File: src/rtl/mem_mgmt_pkg.sv
// rtl/mem_mgmt_pkg.sv - shared widths and types for the memory-management blocks
package mem_mgmt_pkg;

    localparam int ADDR_WIDTH  = 32;
    localparam int STATS_WIDTH = 32;

    typedef logic [ADDR_WIDTH-1:0]  mem_addr_t;
    typedef logic [STATS_WIDTH-1:0] stats_t;

    // Which register currently feeds the allocation output
    typedef enum logic {
        OR_SRC_HOST = 1'b0,
        OR_SRC_POOL = 1'b1
    } or_src_e;

endpackage

File: src/rtl/addr_sync_fifo.sv
// rtl/addr_sync_fifo.sv - local address pool, synchronous FIFO with registered read
module addr_sync_fifo #(
    parameter int DEPTH      = 16,
    parameter int DATA_WIDTH = 32
) (
    input  logic                    clk,
    input  logic                    rst,
    input  logic                    flush,
    input  logic                    push,
    input  logic                    pop,
    input  logic [DATA_WIDTH-1:0]   din,
    output logic [DATA_WIDTH-1:0]   dout,
    output logic [$clog2(DEPTH):0]  count
);

    localparam int AW = $clog2(DEPTH);
    localparam logic [AW:0] FULL = (AW+1)'(DEPTH);

    logic [DATA_WIDTH-1:0] mem [DEPTH];
    logic [AW-1:0]         wr_ptr;
    logic [AW-1:0]         rd_ptr;
    logic                  do_push;
    logic                  do_pop;

    // Occupancy decides legality; pop only sees words committed on an earlier edge
    assign do_push = push & ~flush & (count != FULL);
    assign do_pop  = pop  & ~flush & (count != '0);

    // Storage array carries no reset; only entries below count are ever read
    always_ff @(posedge clk) begin
        if (do_push) begin
            mem[wr_ptr] <= din;
        end
    end

    // Pointers, occupancy and the registered read word
    always_ff @(posedge clk) begin
        if (rst) begin
            wr_ptr <= '0;
            rd_ptr <= '0;
            count  <= '0;
            dout   <= '0;
        end else if (flush) begin
            wr_ptr <= '0;
            rd_ptr <= '0;
            count  <= '0;
        end else begin
            if (do_push) begin
                wr_ptr <= wr_ptr + AW'(1);
            end
            if (do_pop) begin
                rd_ptr <= rd_ptr + AW'(1);
                dout   <= mem[rd_ptr];
            end
            case ({do_push, do_pop})
                2'b10:   count <= count + (AW+1)'(1);
                2'b01:   count <= count - (AW+1)'(1);
                default: count <= count;
            endcase
        end
    end

endmodule

File: src/rtl/mem_addr_recycler.sv
// rtl/mem_addr_recycler.sv - recycles reclaimed value-store addresses ahead of host refills
module mem_addr_recycler
    import mem_mgmt_pkg::*;
#(
    parameter int DATA_WIDTH = 32,
    parameter int DEPTH      = 16,
    parameter int HIGH_WM    = 12
) (
    input  logic                  ACLK,
    input  logic                  rst,
    input  logic                  flushReq,
    input  logic [DATA_WIDTH-1:0] host_free_data,
    input  logic                  host_free_valid,
    output logic                  host_free_ready,
    output logic [DATA_WIDTH-1:0] mcd_alloc_data,
    output logic                  mcd_alloc_valid,
    input  logic                  mcd_alloc_ready,
    input  logic [DATA_WIDTH-1:0] mcd_del_data,
    input  logic                  mcd_del_valid,
    output logic                  mcd_del_ready,
    output logic [DATA_WIDTH-1:0] host_del_data,
    output logic                  host_del_valid,
    input  logic                  host_del_ready,
    output stats_t                stats_recycled,
    output stats_t                stats_returned
);

    localparam int CW = $clog2(DEPTH) + 1;
    localparam logic [CW-1:0] HWM = CW'(HIGH_WM);

    logic                  out_en;
    logic                  active;
    logic                  route_local;
    logic                  pool_push;
    logic                  pool_pop;
    logic                  pool_nonempty;
    logic                  load;
    logic [CW-1:0]         pool_count;
    logic [DATA_WIDTH-1:0] pool_dout;
    logic [DATA_WIDTH-1:0] host_word;
    or_src_e               or_src;

    // Handshake outputs stay quiet during reset, for one cycle after it, and during flush
    assign active        = out_en & ~rst & ~flushReq;
    assign pool_nonempty = (pool_count != '0);

    // Deletions fill the pool up to the watermark, the rest pass straight to the host
    assign route_local    = active & (pool_count < HWM);
    assign mcd_del_ready  = route_local | (active & host_del_ready);
    assign host_del_valid = active & mcd_del_valid & ~route_local;
    assign host_del_data  = mcd_del_data;
    assign pool_push      = mcd_del_valid & route_local;

    // Refill the output register whenever it is empty or being consumed; pool wins over host
    assign load            = active & (~mcd_alloc_valid | mcd_alloc_ready);
    assign pool_pop        = load & pool_nonempty;
    assign host_free_ready = load & ~pool_nonempty & host_free_valid;

    // Pool words land in the FIFO's own read register, so only the host word needs capturing
    assign mcd_alloc_data = (or_src == OR_SRC_POOL) ? pool_dout : host_word;

    addr_sync_fifo #(
        .DEPTH      (DEPTH),
        .DATA_WIDTH (DATA_WIDTH)
    ) u_pool (
        .clk   (ACLK),
        .rst   (rst),
        .flush (flushReq),
        .push  (pool_push),
        .pop   (pool_pop),
        .din   (mcd_del_data),
        .dout  (pool_dout),
        .count (pool_count)
    );

    // Output-enable that holds handshakes off on the first cycle out of reset
    always_ff @(posedge ACLK) begin
        if (rst) begin
            out_en <= 1'b0;
        end else begin
            out_en <= 1'b1;
        end
    end

    // Allocation output register: valid and source select
    always_ff @(posedge ACLK) begin
        if (rst) begin
            mcd_alloc_valid <= 1'b0;
            host_word       <= '0;
            or_src          <= OR_SRC_HOST;
        end else if (flushReq) begin
            mcd_alloc_valid <= 1'b0;
        end else if (pool_pop) begin
            mcd_alloc_valid <= 1'b1;
            or_src          <= OR_SRC_POOL;
        end else if (host_free_ready) begin
            mcd_alloc_valid <= 1'b1;
            or_src          <= OR_SRC_HOST;
            host_word       <= host_free_data;
        end else if (mcd_alloc_ready) begin
            mcd_alloc_valid <= 1'b0;
        end
    end

    // Recycled/returned counters; free-running wrap, cleared only by reset
    always_ff @(posedge ACLK) begin
        if (rst) begin
            stats_recycled <= '0;
            stats_returned <= '0;
        end else begin
            if (pool_push) begin
                stats_recycled <= stats_recycled + STATS_WIDTH'(1);
            end
            if (host_del_valid && host_del_ready) begin
                stats_returned <= stats_returned + STATS_WIDTH'(1);
            end
        end
    end

endmodule

File: config.mk
export PLATFORM = sky130hd
export DESIGN_NAME = mem_addr_recycler
export DESIGN_NICKNAME = d
export VERILOG_FILES = /design/src/rtl/mem_mgmt_pkg.sv /design/src/rtl/addr_sync_fifo.sv /design/src/rtl/mem_addr_recycler.sv
export SDC_FILE = /design/constraint.sdc
export NUM_CORES = 1
export LEC_CHECK = 0
export BUFFER_PORTS_ARGS = -buffer_cell sky130_fd_sc_hd__buf_2
export CAP_MARGIN = 30
export CORE_ASPECT_RATIO = 1.5
export CORE_UTILIZATION = 62
export CTS_BUF_LIST = sky130_fd_sc_hd__clkbuf_8
export CTS_CLUSTER_DIAMETER = 80
export CTS_CLUSTER_SIZE = 28
export DETAILED_ROUTE_END_ITERATION = 16
export GPL_TIMING_DRIVEN = 0
export PLACE_DENSITY_LB_ADDON = 0.15
export SYNTH_ARGS = -nofsm -noshare
export SYNTH_HDL_FRONTEND = slang
export SYNTH_SLANG_ARGS = --single-unit
File: constraint.sdc
create_clock -name ACLK -period 4.67 [get_ports ACLK]
set_input_delay 0.467 -clock ACLK [delete_from_list [all_inputs] [get_ports ACLK]]
set_output_delay 0.467 -clock ACLK [all_outputs]
set_load 0.02 [all_outputs]
==> flow_summary_export.csv <==
group,metric,value,unit
outcome,status,"completed",
timing,final.setup.worst_slack,492,ps
floorplanning,die_area,0.0430,mm²
route,first_pass_iters,5,
logic_synthesis,yosysTopAreaCellShare,58.8,%
clock_network,h-tree-depth,1,
floorplanning,io_pins,203,
logic_synthesis,synth-seq-area-share,69.9,%
timing,finalCritPeriodShare,89.5,%
setup_path,crit_required,5320,ps
clock_network,clock-root-buffer,"clkbuf_8",
setup_path,path_max_fanout,11,
global_routing,grt_pass1_vias,16245,
final_layout,fin_util,70.4,%
place,place.gp.congestion,0.869,
final_layout,syn2layout_area_growth,11.4,%
global_routing,grt_antenna_before_repair,1,
logic_synthesis,synth_area_per_cell,15.8,µm²
clock_network,path_clk_slew,180,ps
route,wl,66000,µm
timing,maxSlewViolCount,0,
route,viasPerCell,6.53,
logic_synthesis,yosysUniqueCellTypes,51,
power_and_ir_drop,p_leak,9.49,nW
place,dp.cells,2446,
global_routing,gr-total-overflow,0,
timing,final.setup.tns,0,ps
logic_synthesis,yosys-top-cells-area,"edfxtp_1 59%, dfxtp_1 11%, mux4_2 8.4%, mux2i_1 2.5%, mux2_2 1.9%",
route,vias,16425,
clock_network,cts_made_buffers,27,
logic_synthesis,syn_inst,1658,
final_layout,fin_nets,2017,
job,maxCapViolCount,0,
timing,setup_viol,0,
logic_synthesis,synth_warnings,0,
final_layout,layout-drive-gt1-share,25.6,%
global_routing,grt_max_degree,30,
power_and_ir_drop,power.density,302,mW/mm²
global_routing,grt_pass1_wl,97400,µm
setup_path,critical_path_arrival,4820,ps
min_path,hp-class,"input pin to flop",
place,dpl.hpwl,44100,µm
floorplanning,coreArea,0.0413,mm²
route,drt_iter0_drc,1810,
timing,period_minus_slack,4180,ps
logic_synthesis,async_flop_share,0,%
route,ant_nets,0,
clock_network,cts.sinks,656,
logic_synthesis,syn_area,0.0261,mm²
global_routing,grt_usage,31.0,%
logic_synthesis,synth_nets,1739,
logic_synthesis,netlist_top_cells_count,"512 x edfxtp_1, 144 x dfxtp_1, 97 x mux4_2",
logic_synthesis,yosysMostFrequentCell,"edfxtp_1",
logic_synthesis,synth-seq-cells,656,
power_and_ir_drop,ir_worst_vdd,0.331,mV
place,port-buffer-count,201,
floorplanning,start_util,63.2,%
clock_network,cts_tree,"yes",
timing,relSlewSlack,33.2,%
timing,worst_pin_slew,1000,ps
route,drc,0,
setup_path,critPathLaunchType,"flop",
clock_network,post_cts_buffers,0,
floorplanning,die_w,170,µm
logic_synthesis,ys.flop_type,"edfxtp_1",
floorplanning,num_rows,91,
timing,fmaxAchievable,239,MHz
place,dp_slack,336,ps
clock_network,clk_latency,700,ps
final_layout,fill_cells,2773,
power_and_ir_drop,total_power,8.80,mW
logic_synthesis,synth_top_area_cell,"edfxtp_1",
timing,clock_skew,32.7,ps
final_layout,stdcell_count,2515,
logic_synthesis,synth_edf_count,512,
timing,finalHoldViolations,0,
route,wire_per_inst,26.2,µm
clock_network,cts_buffer_depth,3,
floorplanning,chipHeight,253,µm
timing,rsz0062_at_grt,"no",
setup_path,end_kind,"flop",
setup_path,path_class,"flop to flop",
-- sequential cells by signal, summed over array words and instances (netlist names) --
signal           flops
u_pool.mem         512
mcd_alloc_valid      1
u_pool.dout         32
stats_recycled      32
out_en               1
u_pool.rd_ptr        4
host_word           32
u_pool.wr_ptr        4
u_pool.count         5
or_src               1
stats_returned      32
-- power by group --
group / leakage, nW / internal (mW) / total [mW] / switching [mW]
sequential: 5.76 / 6.29 / 6.30 / 0.00653
combinational: 3.42 / 0.0961 / 0.294 / 0.198
clock: 0.308 / 0.557 / 2.20 / 1.65
total: 9.49 / 6.94 / 8.80 / 1.85
-- layer usage --
metal	share of wire (%)	vias to the layer above	wire (µm)	track usage (%)
li1	-	7079	-	-
met1	36	8340	23700	38.4
met2	53	864	34700	55.0
met3	7.9	142	5220	4.30
met4	3.6	0	2390	12.4
met5	0	-	0	0
-- worst paths after layout --
path	cells past startpoint	end	slack, ps	start
max	13	u_pool.count[4]$_SDFFE_PP0P_	490	out_en$_DFF_P_
min	3	host_word[14]$_SDFFE_PP0P_	30	host_free_data[14]
max reg2reg	13	u_pool.count[4]$_SDFFE_PP0P_	490	out_en$_DFF_P_
min reg2reg	1	stats_recycled[31]$_SDFFE_PP0N_	480	stats_recycled[31]$_SDFFE_PP0N_
-- critical path, cell delays in order, from the launching register on --
cell and delay, ps:
dfxtp_1 410, or3b_1 460, a211o_1 430, inv_2 160, buf_2 270, buf_2 400
ha_1 220, clkbuf_1 300, xor2_1 130, ha_1 260, or3b_2 450, a211o_1 260
a21oi_1 160, mux2i_1 200
-- timing repair --
| item | 4_1_cts | 5_1_grt |
|---|---|---|
| resized for setup | 0 | 0 |
| endpoints found under the hold margin | 19 | 0 |
| hold buffers | 19 | 0 |
-- metrics by stage --
stage	hold WS, ps	area [µm²]
final	30.2	29100
after global routing	21.2	29100
after CTS	0.0800	29100
after detailed placement	460	28500
after global placement	445	27800
after floorplan	447	26100
-- cell usage in the layout (no fill, tap or decap), types with 24 or more instances in the layout --
cell type / Yosys / routed
nand4_1: 24 / 24
inv_1: 17 / 37
a21oi_1: 94 / 94
clkbuf_1: 70 / 70
nand2_1: 34 / 34
mux4_2: 97 / 97
nor2_1: 53 / 41
edfxtp_1: 512 / 512
clkbuf_8: 0 / 27
dfxtp_1: 144 / 144
buf_4: 34 / 35
o21ai_0: 87 / 87
a31oi_1: 32 / 32
o22ai_1: 31 / 31
nand3_1: 58 / 58
mux2_2: 44 / 44
mux2i_1: 66 / 66
buf_2: 28 / 229
a22oi_1: 32 / 32
-- cells by family (layout without fill, tap and decap cells) --
family / after synthesis / after routing / synth area share, %
multiplexers: 207 / 207 / 12.8
adder cells (fa/ha/maj): 10 / 10 / 0.479
flip-flops: 656 / 656 / 69.9
other: 0 / 1 / 0
XOR/XNOR: 18 / 18 / 0.603
buffers and inverters: 159 / 457 / 2.91
AO/OA/AOI/OAI: 323 / 323 / 7.46
AND/OR/NAND/NOR: 285 / 285 / 5.91
-- final cells by class --
type	count	area, µm²	share of cell area, %
Multi-Input combinational cell	843	7230	24.8
Tap cell	558	698	2.40
Sequential cell	656	18300	62.7
Timing Repair Buffer	249	1700	5.84
Inverter	19	71.3	0.245
Clock buffer	27	372	1.28
Buffer	140	689	2.37
Antenna cell	1	2.50	0.00859
Clock inverter	22	98.8	0.339
(Power assumes the default switching activity.)
